<file path="config.mk">
export PLATFORM = sky130hd
export DESIGN_NAME = pc_fetch_flat
export DESIGN_NICKNAME = d
export VERILOG_FILES = /design/src/rtl/pc_fetch_if.sv /design/src/rtl/pc_fetch.sv /design/src/flat_wrapper.sv
export SDC_FILE = /design/constraint.sdc
export NUM_CORES = 1
export LEC_CHECK = 0
export ABC_AREA = 1
export BUFFER_PORTS_ARGS = -buffer_cell sky130_fd_sc_hd__buf_2
export CELL_PAD_IN_SITES_DETAIL_PLACEMENT = 0
export CELL_PAD_IN_SITES_GLOBAL_PLACEMENT = 1
export CORE_AREA = 3 3 197 179
export DETAILED_ROUTE_END_ITERATION = 7
export DIE_AREA = 0 0 200 182
export PLACE_DENSITY = 0.74
export SLEW_MARGIN = 5
export SYNTH_ARGS = -nofsm -noshare
export SYNTH_HDL_FRONTEND = slang
export SYNTH_SLANG_ARGS = --single-unit
</file>
<file path="constraint.sdc">
create_clock -name clk -period 4 [get_ports clk]
set_clock_uncertainty 0.15 [all_clocks]
set_input_delay 0.4 -clock clk [delete_from_list [all_inputs] [get_ports clk]]
set_output_delay 0.4 -clock clk [all_outputs]
set_load 0.005 [all_outputs]
</file>
<file path="src/rtl/pc_fetch_if.sv">
// Fetch-stage bundle: branch-unit redirect inputs, instruction-memory port and decode-side queue head.
interface pc_fetch_if;
    logic [1:0]  pc_c;
    logic [12:0] b_im_in;
    logic [31:0] br_pc;
    logic [31:0] jump_target;
    logic        imem_req;
    logic [31:0] imem_addr;
    logic        imem_ack;
    logic [31:0] imem_rdata;
    logic        inst_valid;
    logic        inst_ready;
    logic [31:0] inst_out;
    logic [31:0] pc_addr;
    logic        misalign;

    modport master (
        input  pc_c, b_im_in, br_pc, jump_target, imem_ack, imem_rdata, inst_ready,
        output imem_req, imem_addr, inst_valid, inst_out, pc_addr, misalign
    );

    modport slave (
        output pc_c, b_im_in, br_pc, jump_target, imem_ack, imem_rdata, inst_ready,
        input  imem_req, imem_addr, inst_valid, inst_out, pc_addr, misalign
    );
endinterface

</file>
<file path="src/rtl/pc_fetch.sv">
// PC + one-outstanding imem fetch into a 2-entry queue; same-cycle ack gives inst_valid one cycle after imem_req.
// Decode backpressure (inst_ready low) fills the queue, then requests stop until space frees up.
module pc_fetch #(
    parameter logic [31:0] RESET_PC = 32'h0000_0000
) (
    input  logic        clk,
    input  logic        rst,
    pc_fetch_if.master  bus
);
    localparam logic [31:0] NOP = 32'h0000_0013;

    typedef enum logic [1:0] {IDLE, REQ, KILL} state_t;

    state_t      state, state_nxt;
    logic [31:0] fetch_pc;
    logic [31:0] kill_addr;
    logic [1:0]  count;
    logic [31:0] head_pc, head_inst, tail_pc, tail_inst;
    logic        misalign_q;

    logic        redirect;
    logic [31:0] tgt_raw;
    logic [31:0] tgt_aligned;
    logic        pop;
    logic        push;
    logic [1:0]  cnt_pop;
    logic [1:0]  cnt_after;

    assign redirect    = (bus.pc_c == 2'd1) || (bus.pc_c == 2'd2);
    assign tgt_raw     = (bus.pc_c == 2'd2) ? bus.br_pc + {{19{bus.b_im_in[12]}}, bus.b_im_in}
                                            : bus.jump_target & ~32'd1;
    assign tgt_aligned = tgt_raw & ~32'd3;
    assign pop         = (count != 2'd0) && bus.inst_ready;
    assign push        = (state == REQ) && bus.imem_ack && !redirect;
    assign cnt_pop     = count - {1'b0, pop};
    assign cnt_after   = cnt_pop + {1'b0, push};

    assign bus.inst_valid = (count != 2'd0);
    assign bus.inst_out   = head_inst;
    assign bus.pc_addr    = head_pc;
    assign bus.misalign   = misalign_q;
    // A killed fetch keeps presenting its original address until memory answers.
    assign bus.imem_addr  = (state == KILL) ? kill_addr : fetch_pc;

    always_comb begin
        state_nxt    = state;
        bus.imem_req = 1'b0;
        case (state)
            IDLE: begin
                if (redirect || cnt_pop != 2'd2)
                    state_nxt = REQ;
            end
            REQ: begin
                bus.imem_req = 1'b1;
                if (redirect)
                    state_nxt = bus.imem_ack ? REQ : KILL;
                else if (bus.imem_ack)
                    state_nxt = (cnt_after != 2'd2) ? REQ : IDLE;
            end
            KILL: begin
                bus.imem_req = 1'b1;
                if (bus.imem_ack)
                    state_nxt = REQ;
            end
            default: state_nxt = IDLE;
        endcase
    end

    always_ff @(posedge clk) begin
        if (rst) begin
            state      <= IDLE;
            fetch_pc   <= RESET_PC;
            kill_addr  <= RESET_PC;
            count      <= 2'd0;
            head_pc    <= RESET_PC;
            head_inst  <= NOP;
            tail_pc    <= RESET_PC;
            tail_inst  <= NOP;
            misalign_q <= 1'b0;
        end else begin
            state      <= state_nxt;
            misalign_q <= redirect && tgt_raw[1];
            if (redirect) begin
                fetch_pc <= tgt_aligned;
                count    <= 2'd0;
                if (state == REQ && !bus.imem_ack)
                    kill_addr <= fetch_pc;
            end else begin
                count <= cnt_after;
                if (pop) begin
                    head_pc   <= tail_pc;
                    head_inst <= tail_inst;
                end
                // Push lands in whichever slot is the first free one after this cycle's pop.
                if (push) begin
                    fetch_pc <= fetch_pc + 32'd4;
                    if (cnt_pop == 2'd0) begin
                        head_pc   <= fetch_pc;
                        head_inst <= bus.imem_rdata;
                    end else begin
                        tail_pc   <= fetch_pc;
                        tail_inst <= bus.imem_rdata;
                    end
                end
            end
        end
    end
endmodule

</file>
<file path="src/flat_wrapper.sv">
// flat-port wrapper written by rule: the top's interface ports become plain ports
module pc_fetch_flat 
#(
    parameter logic [31:0] RESET_PC = 32'h0000_0000
)
  (clk, rst, bus_pc_c, bus_b_im_in, bus_br_pc, bus_jump_target, bus_imem_ack, bus_imem_rdata, bus_inst_ready, bus_imem_req, bus_imem_addr, bus_inst_valid, bus_inst_out, bus_pc_addr, bus_misalign);
  pc_fetch_if bus_i ();
  input  logic clk;
  input  logic rst;
  input wire logic [$bits(bus_i.pc_c)-1:0] bus_pc_c;
  input wire logic [$bits(bus_i.b_im_in)-1:0] bus_b_im_in;
  input wire logic [$bits(bus_i.br_pc)-1:0] bus_br_pc;
  input wire logic [$bits(bus_i.jump_target)-1:0] bus_jump_target;
  input wire logic [$bits(bus_i.imem_ack)-1:0] bus_imem_ack;
  input wire logic [$bits(bus_i.imem_rdata)-1:0] bus_imem_rdata;
  input wire logic [$bits(bus_i.inst_ready)-1:0] bus_inst_ready;
  output wire logic [$bits(bus_i.imem_req)-1:0] bus_imem_req;
  output wire logic [$bits(bus_i.imem_addr)-1:0] bus_imem_addr;
  output wire logic [$bits(bus_i.inst_valid)-1:0] bus_inst_valid;
  output wire logic [$bits(bus_i.inst_out)-1:0] bus_inst_out;
  output wire logic [$bits(bus_i.pc_addr)-1:0] bus_pc_addr;
  output wire logic [$bits(bus_i.misalign)-1:0] bus_misalign;
  assign bus_i.pc_c = bus_pc_c;
  assign bus_i.b_im_in = bus_b_im_in;
  assign bus_i.br_pc = bus_br_pc;
  assign bus_i.jump_target = bus_jump_target;
  assign bus_i.imem_ack = bus_imem_ack;
  assign bus_i.imem_rdata = bus_imem_rdata;
  assign bus_i.inst_ready = bus_inst_ready;
  assign bus_imem_req = bus_i.imem_req;
  assign bus_imem_addr = bus_i.imem_addr;
  assign bus_inst_valid = bus_i.inst_valid;
  assign bus_inst_out = bus_i.inst_out;
  assign bus_pc_addr = bus_i.pc_addr;
  assign bus_misalign = bus_i.misalign;
  pc_fetch #(.RESET_PC(RESET_PC)) u_core (.clk(clk), .rst(rst), .bus(bus_i));
endmodule
</file>
==> results.toml <==
[outcome]
status = "finished, final reports clean"

[power_and_ir_drop]
pwr-share-clk = 0.333
total_power_mw = 5.25
power_leakage_nw = 6.24
comb_power_share = 0.249
internal_power_mw = 3.46
ir_drop_uv = 313
power.share.switching = 0.340
powerDensity_nw_per_um2 = 389
power_frac_seq = 0.418
p_sw_mw = 1.78

[cells_and_area]
drive_above_1_share = 0.151
diodes = 0
synthToLayoutAreaGrowth_pct = 16.1
utilization = 0.406
final_cells = 2426
fillCellCount = 3618
final_common_cell = "nand2_1"
finalInstanceArea_um2 = 13500
final_net_count = 2112
layout_common_cells = "nand2_1, nor2_1, o21ai_0"

[floorplan]
ios = 214
core_um2 = 33200
initial_utilization = 0.350
row_count = 63
die_width_um = 200
die_area_um2 = 36400
die_h_um = 182

[logic_synthesis]
synthAdderAreaFrac = 0.0427
seq_area_frac_synth = 0.329
async_flop_share = 0
synthSimpleGateAreaFrac = 0.266
syn_inst = 1812
yosys.area.top_type_share = 0.329
synth_xor_area_frac = 0.0263
synth_compound_area_frac = 0.220
synth_top_family_by_area = "simple AND/OR/NAND/NOR gates"
avgSynthCellArea_um2 = 6.41
synth_largest_area_cell = "dfxtp_1"
yosys-top-cells-area = "dfxtp_1, nand2_1, o21ai_0, nor2_1, inv_1"
synth_area_um2 = 11600
synthMuxAreaShare = 0.000970
synth_cell_types = 46
ys.flop_type = "dfxtp_1"
ys_warn_count = 0
ys_ff_latch = 191
synth_edf_count = 0

[timing]
setup-violations-final = 0
rsz0062_at_grt = "no"
whs_ns = 0.0831
tightest_slew_ns = 1.07
slew_viol_final = 0
fin_crit_ns = 2.94
clock.fmax_mhz = 340
layout_setup_ws_ns = 1.06
fin_crit_sh = 0.735
max_slew_margin = 0.286
report.final.hold_viol_count = 0
setup_tns_ns = 0

[critical_path]
path_max_fanout = 59
cpPeakStageDelay_ns = 0.61
path_cells = "inv_1 -> ha_1 -> nand2_1 -> nor2_8 -> inv_2 -> nor2_4 -> buf_4 -> nor2_1 -> o32ai_1"
critPathSlowestCell = "buf_4"
cp.arrival_ns = 3.12
start_kind = "flip-flop"
worstPathRequired_ns = 4.18
endpoint_kind = "flip-flop"
crit_type = "flip-flop to flip-flop"

[drt]
drtIter0Drc = 803
ant_nets = 0
wirelength_um = 38700
drc = 0
viasPerCell = 4.94
avgRoutedWirePerCell_um = 15.9
first_pass_iters = 5
num_vias = 11989

[clock_tree]
clock-sinks = 191
cts_setup_buffers = 0
clkTransAtPathRegs_ns = 0.07
clock-root-buffer = "clkbuf_16"
cts_hold_repair.buffers = 0
clkLatencyLatePin_ns = 0.44
cts_made_buffers = 17
ctsLongestPathBuffers = 2
htree_levels = 4
cts_tree = "done"
post_cts_resized = 0

[global_route]
grt_pass1_vias = 11098
grt.total_usage = 0.209
antenna_found_initial = 1
overflow = 0
grt_start_max_net_pins = 76
grt_pass1_wl_um = 60800

[placed_design]
dpl.hpwl_um = 28300
port_buffers = 210
dpl_cell_area_um2 = 12900
post-place-ws_ns = 1.01
dp.cells = 2394
place.gp.congestion = 0.883

[worst_hold_path]
worst_hold_path_type = "primary input to flip-flop"

[run]
maxCapViolations = 0
## registers in the layout (all words and copies together), names as in the netlist
register             count
u_core.tail_pc          30
u_core.tail_inst        32
u_core.bus.misalign      1
u_core.bus.pc_addr      32
u_core.fetch_pc         30
u_core.kill_addr        30
u_core.state             2
u_core.count             2
u_core.bus.inst_out     32
## power by group through the flow
stage / registers, mW / clock network [mW] / logic [mW]
2_1_floorplan: 2.19 / 0 / 0.869
3_3_place_gp: 2.23 / 0 / 1.29
3_5_place_dp: 2.23 / 0 / 1.31
4_1_cts: 2.19 / 1.79 / 1.31
5_1_grt: 2.21 / 1.87 / 1.48
6_report: 2.19 / 1.75 / 1.30
## per-layer routing
metal	GRT usage	vias up	part of all wire
li1	-	6166	-
met1	0.308	5508	0.50
met2	0.321	280	0.43
met3	0.0334	33	0.052
met4	0.0424	2	0.012
met5	0	-	0.00034
## worst paths after layout
check	from	end	slack, ns	cells past startpoint
max	u_core.state[1]$_SDFFE_PP0P_	u_core.bus.inst_out[8]$_SDFFE_PP0P_	1.06	9
min	bus_imem_rdata[5]	u_core.tail_inst[5]$_SDFFE_PP0P_	0.08	3
min reg2reg	u_core.bus.pc_addr[1]$_SDFFE_PP0P_	u_core.bus.pc_addr[1]$_SDFFE_PP0P_	0.29	2
max reg2reg	u_core.state[1]$_SDFFE_PP0P_	u_core.bus.inst_out[8]$_SDFFE_PP0P_	1.06	9
## critical path: cells and delay by family, from the launching register on
family                   cells  cell delay (ns)
buffers and inverters        3             0.79
flip-flops                   1             0.34
AND/OR/NAND/NOR              4             1.00
AO/OA/AOI/OAI                1             0.33
adder cells (fa/ha/maj)      1             0.20
## logic make-up (layout without fill, tap and decap cells)
logic type	after synthesis	after routing
simple gates	760	760
compound gates	465	465
buf+inv	321	479
flops	191	191
fa+ha+maj	39	39
xor+xnor	34	34
other cells	1	2
mux	1	1
## area by class of cell
cell class                      instances  area (um^2)  share of cell area
Clock buffer                           19          453              0.0336
Clock inverter                         13          139              0.0103
Inverter                              222          840              0.0623
Multi-Input combinational cell       1301         6480               0.481
Sequential cell                       191         3820               0.284
Tap cell                              455          569              0.0422
Timing Repair Buffer                  225         1180              0.0873
## cells in the mapped netlist (2+ instances only)
library cell	number
inv_1	211
buf_6	7
xor2_1	29
dfxtp_1	191
nor3_1	13
inv_2	9
o21ai_0	252
inv_4	2
o21bai_1	3
a31oi_1	26
buf_4	12
a21o_1	2
nor2_1	262
buf_1	3
nor3_2	7
nand2_4	2
nor2_2	5
nand2_2	6
o211ai_1	8
ha_1	38
o221ai_1	2
a21oi_1	118
buf_2	17
nand4_1	6
o32ai_1	36
xnor2_1	4
nand2_1	397
o21ai_1	14
nand3b_1	2
clkbuf_1	60
nand3_1	53
Note: power is estimated with default switching activity, not from simulation.
